[src/rtl/accum_drain_ctrl.sv]
`default_nettype none
// ============================================================================
// accum_drain_ctrl : drains an accumulator row range to a stream, optionally
//                    zero-clearing each row once its read data has returned
// Rev 1.0
// ============================================================================
module accum_drain_ctrl #(
  parameter int NUM_BANKS  = 4,
  parameter int DATA_WIDTH = 64,
  parameter int ADDR_WIDTH = 9,
  parameter int BUF_DEPTH  = 4
) (
  input  logic                             clk,
  input  logic                             rst,
  input  logic                             start_i,
  input  logic [ADDR_WIDTH-1:0]            base_addr_i,
  input  logic [ADDR_WIDTH:0]              length_i,
  input  logic [NUM_BANKS-1:0]             bank_mask_i,
  input  logic                             clear_en_i,
  output logic                             busy_o,
  output logic                             done_o,
  output logic                             rd_valid_o,
  input  logic                             rd_ready_i,
  output logic [ADDR_WIDTH-1:0]            rd_addr_o,
  output logic [NUM_BANKS-1:0]             rd_mask_o,
  input  logic                             rvalid_i,
  input  logic [NUM_BANKS*DATA_WIDTH-1:0]  rdata_i,
  output logic                             wr_valid_o,
  input  logic                             wr_ready_i,
  output logic [ADDR_WIDTH-1:0]            wr_addr_o,
  output logic [NUM_BANKS-1:0]             wr_mask_o,
  output logic                             accum_en_o,
  output logic                             wvalid_o,
  input  logic                             wready_i,
  output logic [NUM_BANKS*DATA_WIDTH-1:0]  wdata_o,
  output logic                             out_valid_o,
  input  logic                             out_ready_i,
  output logic [NUM_BANKS*DATA_WIDTH-1:0]  out_data_o,
  output logic                             out_last_o
);

  localparam int c_row_w = NUM_BANKS * DATA_WIDTH;
  localparam int c_cnt_w = ADDR_WIDTH + 1;
  localparam int c_ptr_w = $clog2(BUF_DEPTH);

  localparam logic [c_cnt_w-1:0] c_cnt_one   = c_cnt_w'(1);
  localparam logic [c_cnt_w-1:0] c_buf_depth = c_cnt_w'(BUF_DEPTH);
  localparam logic [c_ptr_w-1:0] c_ptr_one   = c_ptr_w'(1);
  localparam logic [c_ptr_w:0]   c_fill_one  = (c_ptr_w + 1)'(1);

  typedef enum logic [0:0] {
    S_IDLE = 1'b0,
    S_RUN  = 1'b1
  } state_t;

  state_t                  state_q;
  logic                    done_q;
  logic [ADDR_WIDTH-1:0]   base_q;
  logic [c_cnt_w-1:0]      len_q;
  logic [NUM_BANKS-1:0]    mask_q;
  logic                    clr_q;

  logic [c_cnt_w-1:0]      rd_cnt_q;
  logic [c_cnt_w-1:0]      rx_cnt_q;
  logic [c_cnt_w-1:0]      out_cnt_q;
  logic [c_cnt_w-1:0]      wc_cnt_q;
  logic [c_cnt_w-1:0]      wd_cnt_q;

  logic [c_row_w-1:0]      mem_q [BUF_DEPTH];
  logic [c_ptr_w-1:0]      wr_ptr_q;
  logic [c_ptr_w-1:0]      rd_ptr_q;
  logic [c_ptr_w:0]        fill_q;

  logic                    run_w;
  logic [c_cnt_w-1:0]      credit_w;
  logic                    rd_valid_w;
  logic                    rd_fire_w;
  logic                    push_w;
  logic                    out_valid_w;
  logic                    pop_w;
  logic                    wr_valid_w;
  logic                    wr_fire_w;
  logic                    wvalid_w;
  logic                    wd_fire_w;
  logic                    complete_w;

  always_comb begin
    run_w       = (state_q == S_RUN);
    // Rows requested but not yet popped; bounds the unstallable returns in flight.
    credit_w    = rd_cnt_q - out_cnt_q;
    rd_valid_w  = run_w && (rd_cnt_q < len_q) && (credit_w < c_buf_depth);
    rd_fire_w   = rd_valid_w && rd_ready_i;
    push_w      = run_w && rvalid_i;
    out_valid_w = (fill_q != '0);
    pop_w       = out_valid_w && out_ready_i;
    wr_valid_w  = run_w && clr_q && (wc_cnt_q < rx_cnt_q);
    wr_fire_w   = wr_valid_w && wr_ready_i;
    wvalid_w    = run_w && clr_q && (wd_cnt_q < wc_cnt_q);
    wd_fire_w   = wvalid_w && wready_i;
    complete_w  = run_w && (out_cnt_q == len_q) && (!clr_q || (wd_cnt_q == len_q));
  end

  always_ff @(posedge clk) begin
    if (rst) begin
      state_q   <= S_IDLE;
      done_q    <= 1'b0;
      base_q    <= '0;
      len_q     <= '0;
      mask_q    <= '0;
      clr_q     <= 1'b0;
      rd_cnt_q  <= '0;
      rx_cnt_q  <= '0;
      out_cnt_q <= '0;
      wc_cnt_q  <= '0;
      wd_cnt_q  <= '0;
      wr_ptr_q  <= '0;
      rd_ptr_q  <= '0;
      fill_q    <= '0;
    end else begin
      done_q <= 1'b0;

      if (rd_fire_w) rd_cnt_q  <= rd_cnt_q + c_cnt_one;
      if (push_w)    rx_cnt_q  <= rx_cnt_q + c_cnt_one;
      if (pop_w)     out_cnt_q <= out_cnt_q + c_cnt_one;
      if (wr_fire_w) wc_cnt_q  <= wc_cnt_q + c_cnt_one;
      if (wd_fire_w) wd_cnt_q  <= wd_cnt_q + c_cnt_one;

      if (push_w) wr_ptr_q <= wr_ptr_q + c_ptr_one;
      if (pop_w)  rd_ptr_q <= rd_ptr_q + c_ptr_one;
      case ({push_w, pop_w})
        2'b10:   fill_q <= fill_q + c_fill_one;
        2'b01:   fill_q <= fill_q - c_fill_one;
        default: fill_q <= fill_q;
      endcase

      case (state_q)
        S_IDLE: begin
          if (start_i) begin
            if (length_i == '0) begin
              done_q <= 1'b1;
            end else begin
              state_q   <= S_RUN;
              base_q    <= base_addr_i;
              len_q     <= length_i;
              mask_q    <= bank_mask_i;
              clr_q     <= clear_en_i;
              rd_cnt_q  <= '0;
              rx_cnt_q  <= '0;
              out_cnt_q <= '0;
              wc_cnt_q  <= '0;
              wd_cnt_q  <= '0;
              wr_ptr_q  <= '0;
              rd_ptr_q  <= '0;
              fill_q    <= '0;
            end
          end
        end
        S_RUN: begin
          if (complete_w) begin
            state_q <= S_IDLE;
            done_q  <= 1'b1;
          end
        end
        default: state_q <= S_IDLE;
      endcase
    end
  end

  // Storage is not reset; out_data is gated by occupancy so stale rows never leak.
  always_ff @(posedge clk) begin
    if (push_w) mem_q[wr_ptr_q] <= rdata_i;
  end

  assign busy_o      = (state_q == S_RUN);
  assign done_o      = done_q;
  assign rd_valid_o  = rd_valid_w;
  assign rd_addr_o   = base_q + rd_cnt_q[ADDR_WIDTH-1:0];
  assign rd_mask_o   = mask_q;
  assign wr_valid_o  = wr_valid_w;
  assign wr_addr_o   = base_q + wc_cnt_q[ADDR_WIDTH-1:0];
  assign wr_mask_o   = mask_q;
  assign accum_en_o  = 1'b0;
  assign wvalid_o    = wvalid_w;
  assign wdata_o     = '0;
  assign out_valid_o = out_valid_w;
  assign out_data_o  = out_valid_w ? mem_q[rd_ptr_q] : '0;
  assign out_last_o  = out_valid_w && (out_cnt_q == (len_q - c_cnt_one));

endmodule
`default_nettype wire

[config.mk]
export PLATFORM = sky130hd
export DESIGN_NAME = accum_drain_ctrl
export DESIGN_NICKNAME = d
export VERILOG_FILES = /design/src/rtl/accum_drain_ctrl.sv
export SDC_FILE = /design/constraint.sdc
export NUM_CORES = 1
export LEC_CHECK = 0
export BUFFER_PORTS_ARGS = -buffer_cell sky130_fd_sc_hd__buf_2
export CORE_AREA = 2 2 327 329
export CTS_BUF_LIST = sky130_fd_sc_hd__clkbuf_4 sky130_fd_sc_hd__clkbuf_8 sky130_fd_sc_hd__clkbuf_16
export DETAILED_ROUTE_END_ITERATION = 10
export DIE_AREA = 0 0 329 331
export PLACE_DENSITY = 0.71
export SLEW_MARGIN = 40
export SYNTH_ARGS = -nofsm -noshare
export SYNTH_HDL_FRONTEND = slang
export SYNTH_SLANG_ARGS = --single-unit
export TNS_END_PERCENT = 100
[constraint.sdc]
create_clock -name clk -period 10 [get_ports clk]
set_input_delay 1 -clock clk [delete_from_list [all_inputs] [get_ports clk]]
set_output_delay 1 -clock clk [all_outputs]
set_load 0.02 [all_outputs]
## Yosys cells after proc, flatten, opt, wreduce, memory -nomap -nowiden

Memory sizes are Yosys's and may differ from the RTL's. A register that Yosys moved wholly into a read port is not among the register bits.
Index checks and enable logic that the tools add are counted.
Widths: inputs -> output; s select.

- Bits in writable memories: 1,024
- Output and inout bits: 546
- Bits in registers: 83
- Memories: 1
- Input port bits: 288
- Word-level logic and storage cells: 101

Memories:

| name | words | bits a word | read ports | clocked after Yosys merged registers in | wr ports | RTL line | text |
|---|---|---|---|---|---|---|---|
| mem_q | 4 | 256 | 1 | 1 | 1 | 69 | `logic [c_row_w-1:0] mem_q [BUF_DEPTH];` |

- Reduce and logical (&&, ||, !) cells: 18
- Muxes and demuxes: 44
- $lt $le $gt $ge: 4
- Bitwise logic cells: 2
- Equality and inequality tests: 5
- Add/subtract/negate cells: 13

Operators with widths:

| operator | number |
|---|---|
| $mux 256 | 1 |
| $mux 10 | 20 |
| $add 10x1->10 const B | 5 |
| $eq 10x10->1 | 3 |
| $lt 10x10->1 | 3 |
| $add 9x9->9 | 2 |
| $mux 2 | 9 |
| $logic_and 1x1->1 | 13 |
| $logic_not 10->1 | 1 |
| $lt 10x3->1 const B | 1 |
| $sub 10x1->10 const B | 1 |
| $sub 10x10->10 | 1 |
| $mux 3 | 3 |
| $mux 1 | 8 |
| $pmux 3 s2 | 1 |
| $add 2x1->2 const B | 2 |
| $pmux 1 s2 | 2 |
| $add 3x1->3 const B | 1 |
| $reduce_and 3->1 | 1 |
| $reduce_bool 3->1 | 1 |
| $sub 3x1->3 const B | 1 |
| $eq 2x1->1 const B | 1 |
| $eq 2x2->1 const B | 1 |
| $not 1->1 | 2 |
| other kinds (2) | 2 |

## Longest topological paths before layout

Gate-level depths: netlist of the first run.

- Word-level depth: 8
- Gate-level depth with buffers: 13
- Gate-level depth less buffers: 10

## Worst setup path after synthesis of the first run

Ideal clock, no wire load.

- Kind: input-to-reg
- From: in rvalid_i
- To: mem mem_q[2][0] in the netlist's numbering (enable)
- Stages on the path: 1
- Path slack: 2.467 ns
- Required time: 9.349 ns
- Arrival: 6.882 ns
- Path buffers: 0
- Setup time: 0.651 ns
- Path through: and3_1

- Longest elaborated chain between the ends: 3

RTL lines:

| what | RTL line | text |
|---|---|---|
| from (decl) | 26 | `input logic rvalid_i,` |
| $logic_and 1x1->1 | 93 | `push_w = run_w && rvalid_i;` |
| $mux 1 | 171 | `if (push_w) mem_q[wr_ptr_q] <= rdata_i;` |
| $mux 1 (not written as such) | 171 |  |
| to (decl) | 69 |  |

No other way between the ends.

==> impl_metrics.sql, run 1 <==
INSERT INTO impl_metrics (metric_group, metric, value, unit) VALUES
('die', 'fp.coreArea', '105000', 'um2'),
('pwr', 'irDropWorstVdd', '0.000215', 'V'),
('route', 'wl_per_instance', '21.4', 'um'),
('sta', 'setup_ws', '5.12', 'ns'),
('setup_path', 'cp-end-kind', 'output pin', ''),
('global_route', 'grtUsageTotal', '0.179', ''),
('setup_path', 'reg2regPathDepth', '9', ''),
('sta', 'setup_repair_after_global_routing_missed_its_margin', 'no', ''),
('sta', 'relSlewSlack', '0.383', ''),
('setup_path', 'cp_data_required_time', '9.00', 'ns'),
('setup_path', 'worst_r2r_startpoint', 'len_q[7]$_SDFFE_PP0P_', ''),
('clock_network', 'tritoncts', 'built', ''),
('clock_network', 'clk_tree_root_cell', 'sky130_fd_sc_hd__clkbuf_16', ''),
('setup_path', 'crit_path_start_kind', 'register', ''),
('die', 'top_level_port_count', '834', ''),
('die', 'floorplan.die.width', '329', 'um'),
('pwr', 'p_per_area', '187', 'nW/um2'),
('synthesis', 'seq_area_frac_synth', '0.702', ''),
('global_route', 'antenna_found_initial', '38', ''),
('sta', 'fin_crit', '4.88', 'ns'),
('cells_and_area', 'post_route_cells_drive_above_1_share', '0.321', ''),
('synthesis', 'number_of_instances_in_the_synthesized_netlist', '2607', ''),
('die', 'start_util', '0.440', ''),
('status', 'status', 'completed', ''),
('global_route', 'grt_max_degree', '128', ''),
('cells_and_area', 'final_common_cell', 'sky130_fd_sc_hd__edfxtp_1', ''),
('sta', 'period_share', '0.488', ''),
('synthesis', 'synth_top_cell_area_share', '0.666', ''),
('die', 'floorplan.die_area', '109000', 'um2'),
('synthesis', 'count_of_different_cell_masters_after_synthesis', '51', ''),
('cells_and_area', 'layout-area-overhead-vs-synth', '16.7', '%'),
('clock_network', 'postCtsResizedCells', '0', ''),
('placement', 'gp_congestion', '0.837', ''),
('synthesis', 'synth_async_sr_flop_share', '0', ''),
('clock_network', 'cts.clk_slew.worst_paths', '0.06', 'ns'),
('setup_path', 'worst_path_largest_cell_delay', '0.74', 'ns'),
('cells_and_area', 'layout.nets', '3560', ''),
('clock_network', 'clock_tree.htree_level_count', '3', ''),
('clock_network', 'post_cts_buffers', '0', ''),
('setup_path', 'setup.reg_to_reg.worst_slack', '6.60', 'ns'),
('pwr', 'total_leakage_power', '19.2', 'nW'),
('setup_path', 'timing.critical_path.slowest_stage_cell', 'sky130_fd_sc_hd__dfxtp_4', ''),
('clock_network', 'max-clock-path-buffers', '3', ''),
('cells_and_area', 'final.fill_count', '8370', ''),
('die', 'floorplan.rows', '119', ''),
('placement', 'detailed_place_hpwl', '64100', 'um'),
('synthesis', 'yosys_warnings', '0', ''),
('job', 'max_cap_violations', '0', ''),
('setup_path', 'cp_max_fo', '79', ''),
('sta', 'finClkSkew', '0.0471', 'ns'),
('sta', 'fmax', '205', 'MHz'),
('synthesis', 'synth_edf_count', '1024', ''),
('setup_path', 'crit_chain', 'buf_12, buf_16, buf_4, mux4_2, and2_1, buf_2', ''),
('placement', 'dp_worst_setup_slack', '5.87', 'ns'),
('cells_and_area', 'layout_common_cells', 'sky130_fd_sc_hd__edfxtp_1, sky130_fd_sc_hd__buf_2, sky130_fd_sc_hd__and2_1', ''),
('global_route', 'grt_pass1_vias', '24100', ''),
('placement', 'placement.io_buffers', '576', ''),
('clock_network', 'cts-buffers-inserted', '112', ''),
('worst_hold_path', 'hold-path-cell-count', '1', ''),
('synthesis', 'yosys.area.top_type', 'sky130_fd_sc_hd__edfxtp_1', ''),
('synthesis', 'synth_area', '46100', 'um2'),
('global_route', 'grt_first_pass_wirelength', '147000', 'um'),
('route', 'antenna_left', '0', ''),
('sta', 'report.final.setup_viol', '0', ''),
('synthesis', 'synth_seq_cells', '1107', ''),
('setup_path', 'critPathLaunch', 'rd_ptr_q[1]$_SDFF_PP0_', ''),
('sta', 'hold_viol', '0', ''),
('setup_path', 'setup.worst_path.end', 'out_data_o[135]', ''),
('clock_network', 'cts.sinks', '1107', ''),
('route', 'drt_first_pass_iters', '5', ''),
('setup_path', 'worstReg2RegEnd', 'rd_cnt_q[4]$_SDFF_PP0_', '');
-- Yosys cell counts (all sizes together), types with 2 or more instances --
cell type,number
edfxtp,1024
buf,292
and2,262
mux4,256
nand2,89
clkbuf,85
dfxtp,83
xnor2,65
nor2,63
ha,62
inv,58
a21oi,55
nand4,24
o21ai,18
xor2,17
nand3,16
or3,13
a21o,11
and3,11
or4,9
nor4,8
mux2i,7
nand2b,7
nor3,7
a211o,6
nor2b,6
a211oi,5
and4,5
o21a,5
a2111oi,4
a31oi,4
o211ai,4
o21bai,4
fa,3
nor4b,3
o31ai,3
a22oi,2
o41ai,2
-- per-layer routing --
metal	wire, um	share of wire	track usage
met1	37800	0.37	0.215
met2	52100	0.52	0.308
met3	7990	0.079	0.0521
met4	2950	0.029	0.0660
met5	192	0.0019	0
-- state kept, by name, indices dropped and copies added, names as in the netlist, 3 cells and up --
signal and cells:
mem_q 1024, len_q 10, out_cnt_q 10, rd_cnt_q 10, rx_cnt_q 10, wc_cnt_q 10
wd_cnt_q 10, base_q 9, rd_mask_o 4, fill_q 3
-- per-stage QoR --
step | area, um2 | hold slack (ns) | std cells | power, W | utilization
floorplan | 47100 | 0.450 | 2863 | 0.00572 | -
global placement | 49600 | 0.479 | 4474 | 0.00586 | 0.473
detailed placement | 49700 | 0.493 | 4476 | 0.00587 | 0.474
CTS | 53600 | 0.429 | 4687 | 0.0102 | 0.511
global route | 53800 | 0.457 | 4708 | 0.0104 | 0.513
finish | 53900 | 0.495 | 4718 | 0.0101 | 0.513
-- worst max-delay path, delay by kind of cell, from the launching register on --
| family | cells | cell delay (ns) |
|---|---|---|
| buffers and inverters | 4 | 1.61 |
| flip-flops | 1 | 0.74 |
| multiplexers | 1 | 0.40 |
| AND/OR/NAND/NOR | 1 | 0.24 |
-- worst min-delay path by stage --
stage / from / endpoint / slack [ns]
after floorplan: clr_q$_SDFFE_PP0P_ / clr_q$_SDFFE_PP0P_ / 0.45
after detailed placement: clr_q$_SDFFE_PP0P_ / clr_q$_SDFFE_PP0P_ / 0.49
final: rdata_i[37] / mem_q[1][37]$_DFFE_PP_ / 0.49
after global routing: rdata_i[26] / mem_q[2][26]$_DFFE_PP_ / 0.46
after CTS: rdata_i[94] / mem_q[3][94]$_DFFE_PP_ / 0.43
after global placement: rx_cnt_q[1]$_SDFF_PP0_ / rx_cnt_q[1]$_SDFF_PP0_ / 0.48
-- layout make-up --
class                   count  area, um2  share of cell area
clock inverters            77        887              0.0165
inverters                  58        218             0.00404
well taps                1391       1740              0.0323
flip-flops and latches   1107      32400               0.602
multi-input cells        1321      12100               0.225
clock buffers             134       3000              0.0557
repair buffers            607       3430              0.0636
diodes                     23       57.6             0.00107
-- power by group --
part	switching (W)	internal (W)
clock network	0.00177	0.00255
logic	0.000413	0.000210
registers	0.0000295	0.00512
-- cells by family (layout without fill, tap and decap cells) --
group           after synthesis  count (layout)  synth area share
compound gates              129             129            0.0175
xor+xnor                     82              82            0.0156
fa+ha+maj                    65              65            0.0181
buf+inv                     435             876            0.0567
flops                      1107            1107             0.702
mux                         263             263             0.126
other cells                   1             280         0.0000813
simple gates                525             525            0.0631
No activity file was read; power rests on OpenSTA's default activity.
==> inputs of run 2 (changes only) <==
Settings changed: CORE_AREA 2 2 327 329 to 2 2 323 325, DIE_AREA 0 0 329 331 to 0 0 325 327, PLACE_DENSITY 0.71 to 0.75.
Clock period 10 ns to 3.9 ns, I/O delays scaled along.
==> impl_metrics.sql, run 2 (same netlist as run 1, synthesis figures left out) <==
INSERT INTO impl_metrics (metric_group, metric, value, unit) VALUES
('pwr', 'power.clock.fraction', '0.405', ''),
('route', 'drc', '0', ''),
('pwr', 'p_int', '0.0197', 'W'),
('cells_and_area', 'layout.cell_area.non_filler', '56500', 'um2'),
('pwr', 'switching_power', '0.00565', 'W'),
('cells_and_area', 'end_of_flow_core_utilization', '0.549', ''),
('global_route', 'grt_pass1_vias', '26400', ''),
('setup_path', 'cp.arrival', '3.26', 'ns'),
('worst_hold_path', 'min-delay-path-class', 'input port to register', ''),
('sta', 'max_slew.worst_pin.slew', '0.778', 'ns'),
('route', 'antenna_left', '0', ''),
('die', 'floorplan.die.width', '325', 'um'),
('route', 'drt_first_pass_iters', '5', ''),
('sta', 'fmax', '274', 'MHz'),
('clock_network', 'clock_insertion_delay_worst_skew', '0.70', 'ns'),
('setup_path', 'worst_r2r_startpoint', 'out_cnt_q[6]$_SDFF_PP0_', ''),
('sta', 'relSlewSlack', '0.476', ''),
('setup_path', 'cp-end-kind', 'output pin', ''),
('cells_and_area', 'register_bank_with_the_most_flops', 'mem_q', ''),
('die', 'floorplan.die_area', '106000', 'um2'),
('clock_network', 'tritoncts', 'built', ''),
('sta', 'period_share', '0.936', ''),
('clock_network', 'cts.sinks', '1107', ''),
('die', 'die_h', '327', 'um'),
('setup_path', 'critPathLaunch', 'out_cnt_q[5]$_SDFF_PP0_', ''),
('sta', 'finClkSkew', '0.0453', 'ns'),
('cells_and_area', 'layout-area-overhead-vs-synth', '22.5', '%'),
('cells_and_area', 'layout.nets', '3870', ''),
('sta', 'hold_viol', '0', ''),
('setup_path', 'worstReg2RegEnd', 'rd_cnt_q[4]$_SDFF_PP0_', ''),
('global_route', 'globalRouteOverflowTotal', '0', ''),
('die', 'fp.coreArea', '103000', 'um2'),
('die', 'start_util', '0.448', ''),
('sta', 'report.final.setup_viol', '0', ''),
('global_route', 'grt_max_degree', '116', ''),
('die', 'top_level_port_count', '834', ''),
('route', 'routed_via_density', '5.10', ''),
('pwr', 'p_per_area', '449', 'nW/um2'),
('sta', 'setup_repair_after_global_routing_missed_its_margin', 'no', ''),
('route', 'first_iter_violations', '1721', ''),
('placement', 'placement.io_buffers', '576', ''),
('clock_network', 'cts.clk_slew.worst_paths', '0.06', 'ns'),
('pwr', 'sw_share', '0.223', ''),
('setup_path', 'setup.reg_to_reg.worst_slack', '0.52', 'ns'),
('setup_path', 'cp_data_required_time', '3.51', 'ns'),
('route', 'wl_per_instance', '21.4', 'um'),
('die', 'floorplan.rows', '118', ''),
('global_route', 'grtUsageTotal', '0.196', ''),
('sta', 'fin_crit', '3.65', 'ns'),
('placement', 'dp_worst_setup_slack', '0.579', 'ns'),
('clock_network', 'post_cts_buffers', '0', ''),
('status', 'status', 'completed', ''),
('cells_and_area', 'largest_register_ffs', '1024', ''),
('global_route', 'grt_first_pass_wirelength', '159000', 'um'),
('cells_and_area', 'final_common_cell', 'sky130_fd_sc_hd__edfxtp_1', ''),
('setup_path', 'cp_max_fo', '6', ''),
('cells_and_area', 'final.fill_count', '7693', ''),
('cells_and_area', 'post_route_cells_drive_above_1_share', '0.301', ''),
('clock_network', 'clock_tree.htree_level_count', '3', ''),
('pwr', 'irDropWorstVdd', '0.000425', 'V'),
('clock_network', 'clk_tree_root_cell', 'sky130_fd_sc_hd__clkbuf_16', ''),
('route', 'routed_wirelength', '107000', 'um'),
('cells_and_area', 'layout_common_cells', 'sky130_fd_sc_hd__edfxtp_1, sky130_fd_sc_hd__buf_2, sky130_fd_sc_hd__dlygate4sd3_1', ''),
('route', 'route.vias.total', '25500', ''),
('placement', 'detailed_place_hpwl', '66500', 'um'),
('sta', 'report.final.slew_viol_count', '0', ''),
('placement', 'gp_congestion', '0.852', ''),
('job', 'max_cap_violations', '0', ''),
('pwr', 'total_leakage_power', '20.4', 'nW'),
('global_route', 'antenna_found_initial', '23', ''),
('clock_network', 'max-clock-path-buffers', '3', ''),
('clock_network', 'cts-buffers-inserted', '111', ''),
('setup_path', 'setup.worst_path.end', 'rd_valid_o', ''),
('pwr', 'p_seq_frac', '0.520', ''),
('setup_path', 'crit_path_start_kind', 'register', ''),
('setup_path', 'critical_path_class', 'register to output pin', ''),
('sta', 'hold-worst-slack', '0.0607', 'ns'),
('placement', 'placedInstanceArea', '50200', 'um2'),
('sta', 'setup_ws', '0.249', 'ns'),
('pwr', 'combinationalPowerShare', '0.074', ''),
('setup_path', 'reg2regPathDepth', '9', ''),
('sta', 'final.setup.tns', '0', 'ns');
-- run 2: changes by cell type in the layout (fill, tap and decap cells not counted), moves of 7 or more --
cell / delta
sky130_fd_sc_hd__buf_4: +30
sky130_fd_sc_hd__clkbuf_4: +11
sky130_fd_sc_hd__dlygate4sd3_1: +276
sky130_fd_sc_hd__buf_12: +16
sky130_fd_sc_hd__bufinv_16: -10
sky130_fd_sc_hd__buf_16: -7
-- run 2: timing repair --
item / CTS / global route
resized for setup: 0 / 0
hold buffers: 276 / 0
hold endpoints to repair: 1044 / 0
-- run 2: layer usage --
layer | up-vias | share of wire | track usage
met4 | 10 | 0.037 | 0.0780
met2 | 1085 | 0.52 | 0.340
li1 | 11300 | - | -
met1 | 12900 | 0.37 | 0.235
met5 | - | 0.00057 | 0
met3 | 209 | 0.076 | 0.0492
-- run 2: area by class of cell --
class                      instances  area [um2]  share of cell area
antenna                           18        45.0            0.000797
clock buffer                     144        3050              0.0539
clock inverter                    54         485             0.00859
inverter                          58         218             0.00385
multi-input combinational       1321       12100               0.214
sequential                      1107       32400               0.573
tap                             1380        1730              0.0305
timing repair buffer             918        6500               0.115
-- run 2: through the flow --
step | power [W] | instances
2_1_floorplan | 0.0146 | 2863
4_1_cts | 0.0256 | 4981
3_3_place_gp | 0.0150 | 4505
6_report | 0.0254 | 5000
3_5_place_dp | 0.0151 | 4507
5_1_grt | 0.0261 | 5000
-- run 2: worst min-delay path by stage --
stage / from / end / slack [ns] / depth (start not counted)
floorplan: clr_q$_SDFFE_PP0P_ / clr_q$_SDFFE_PP0P_ / 0.45 / 2
global placement: rx_cnt_q[1]$_SDFF_PP0_ / rx_cnt_q[1]$_SDFF_PP0_ / 0.48 / 2
global route: length_i[3] / len_q[3]$_SDFFE_PP0P_ / 0.05 / 3
CTS: length_i[3] / len_q[3]$_SDFFE_PP0P_ / 0.0004 / 3
finish: length_i[3] / len_q[3]$_SDFFE_PP0P_ / 0.06 / 3
detailed placement: rx_cnt_q[1]$_SDFF_PP0_ / rx_cnt_q[1]$_SDFF_PP0_ / 0.49 / 2
-- run 2: critical path, cell delays in order (launching register included) --
cell	delay [ns]
sky130_fd_sc_hd__dfxtp_1	0.41
sky130_fd_sc_hd__inv_1	0.12
sky130_fd_sc_hd__ha_1	0.35
sky130_fd_sc_hd__a211o_1	0.28
sky130_fd_sc_hd__o211ai_1	0.17
sky130_fd_sc_hd__nor2_1	0.06
sky130_fd_sc_hd__or3_1	0.31
sky130_fd_sc_hd__nor4_1	0.24
sky130_fd_sc_hd__o21a_1	0.17
sky130_fd_sc_hd__and4_1	0.26
sky130_fd_sc_hd__buf_2	0.23
-- run 2: power groups by stage --
stage / Combinational (W) / Clock, W / Sequential [W]
floorplan: 0.00119 / 0 / 0.0134
global placement: 0.00160 / 0 / 0.0134
detailed placement: 0.00162 / 0 / 0.0135
CTS: 0.00187 / 0.0105 / 0.0132
global route: 0.00201 / 0.0109 / 0.0132
finish: 0.00188 / 0.0103 / 0.0132
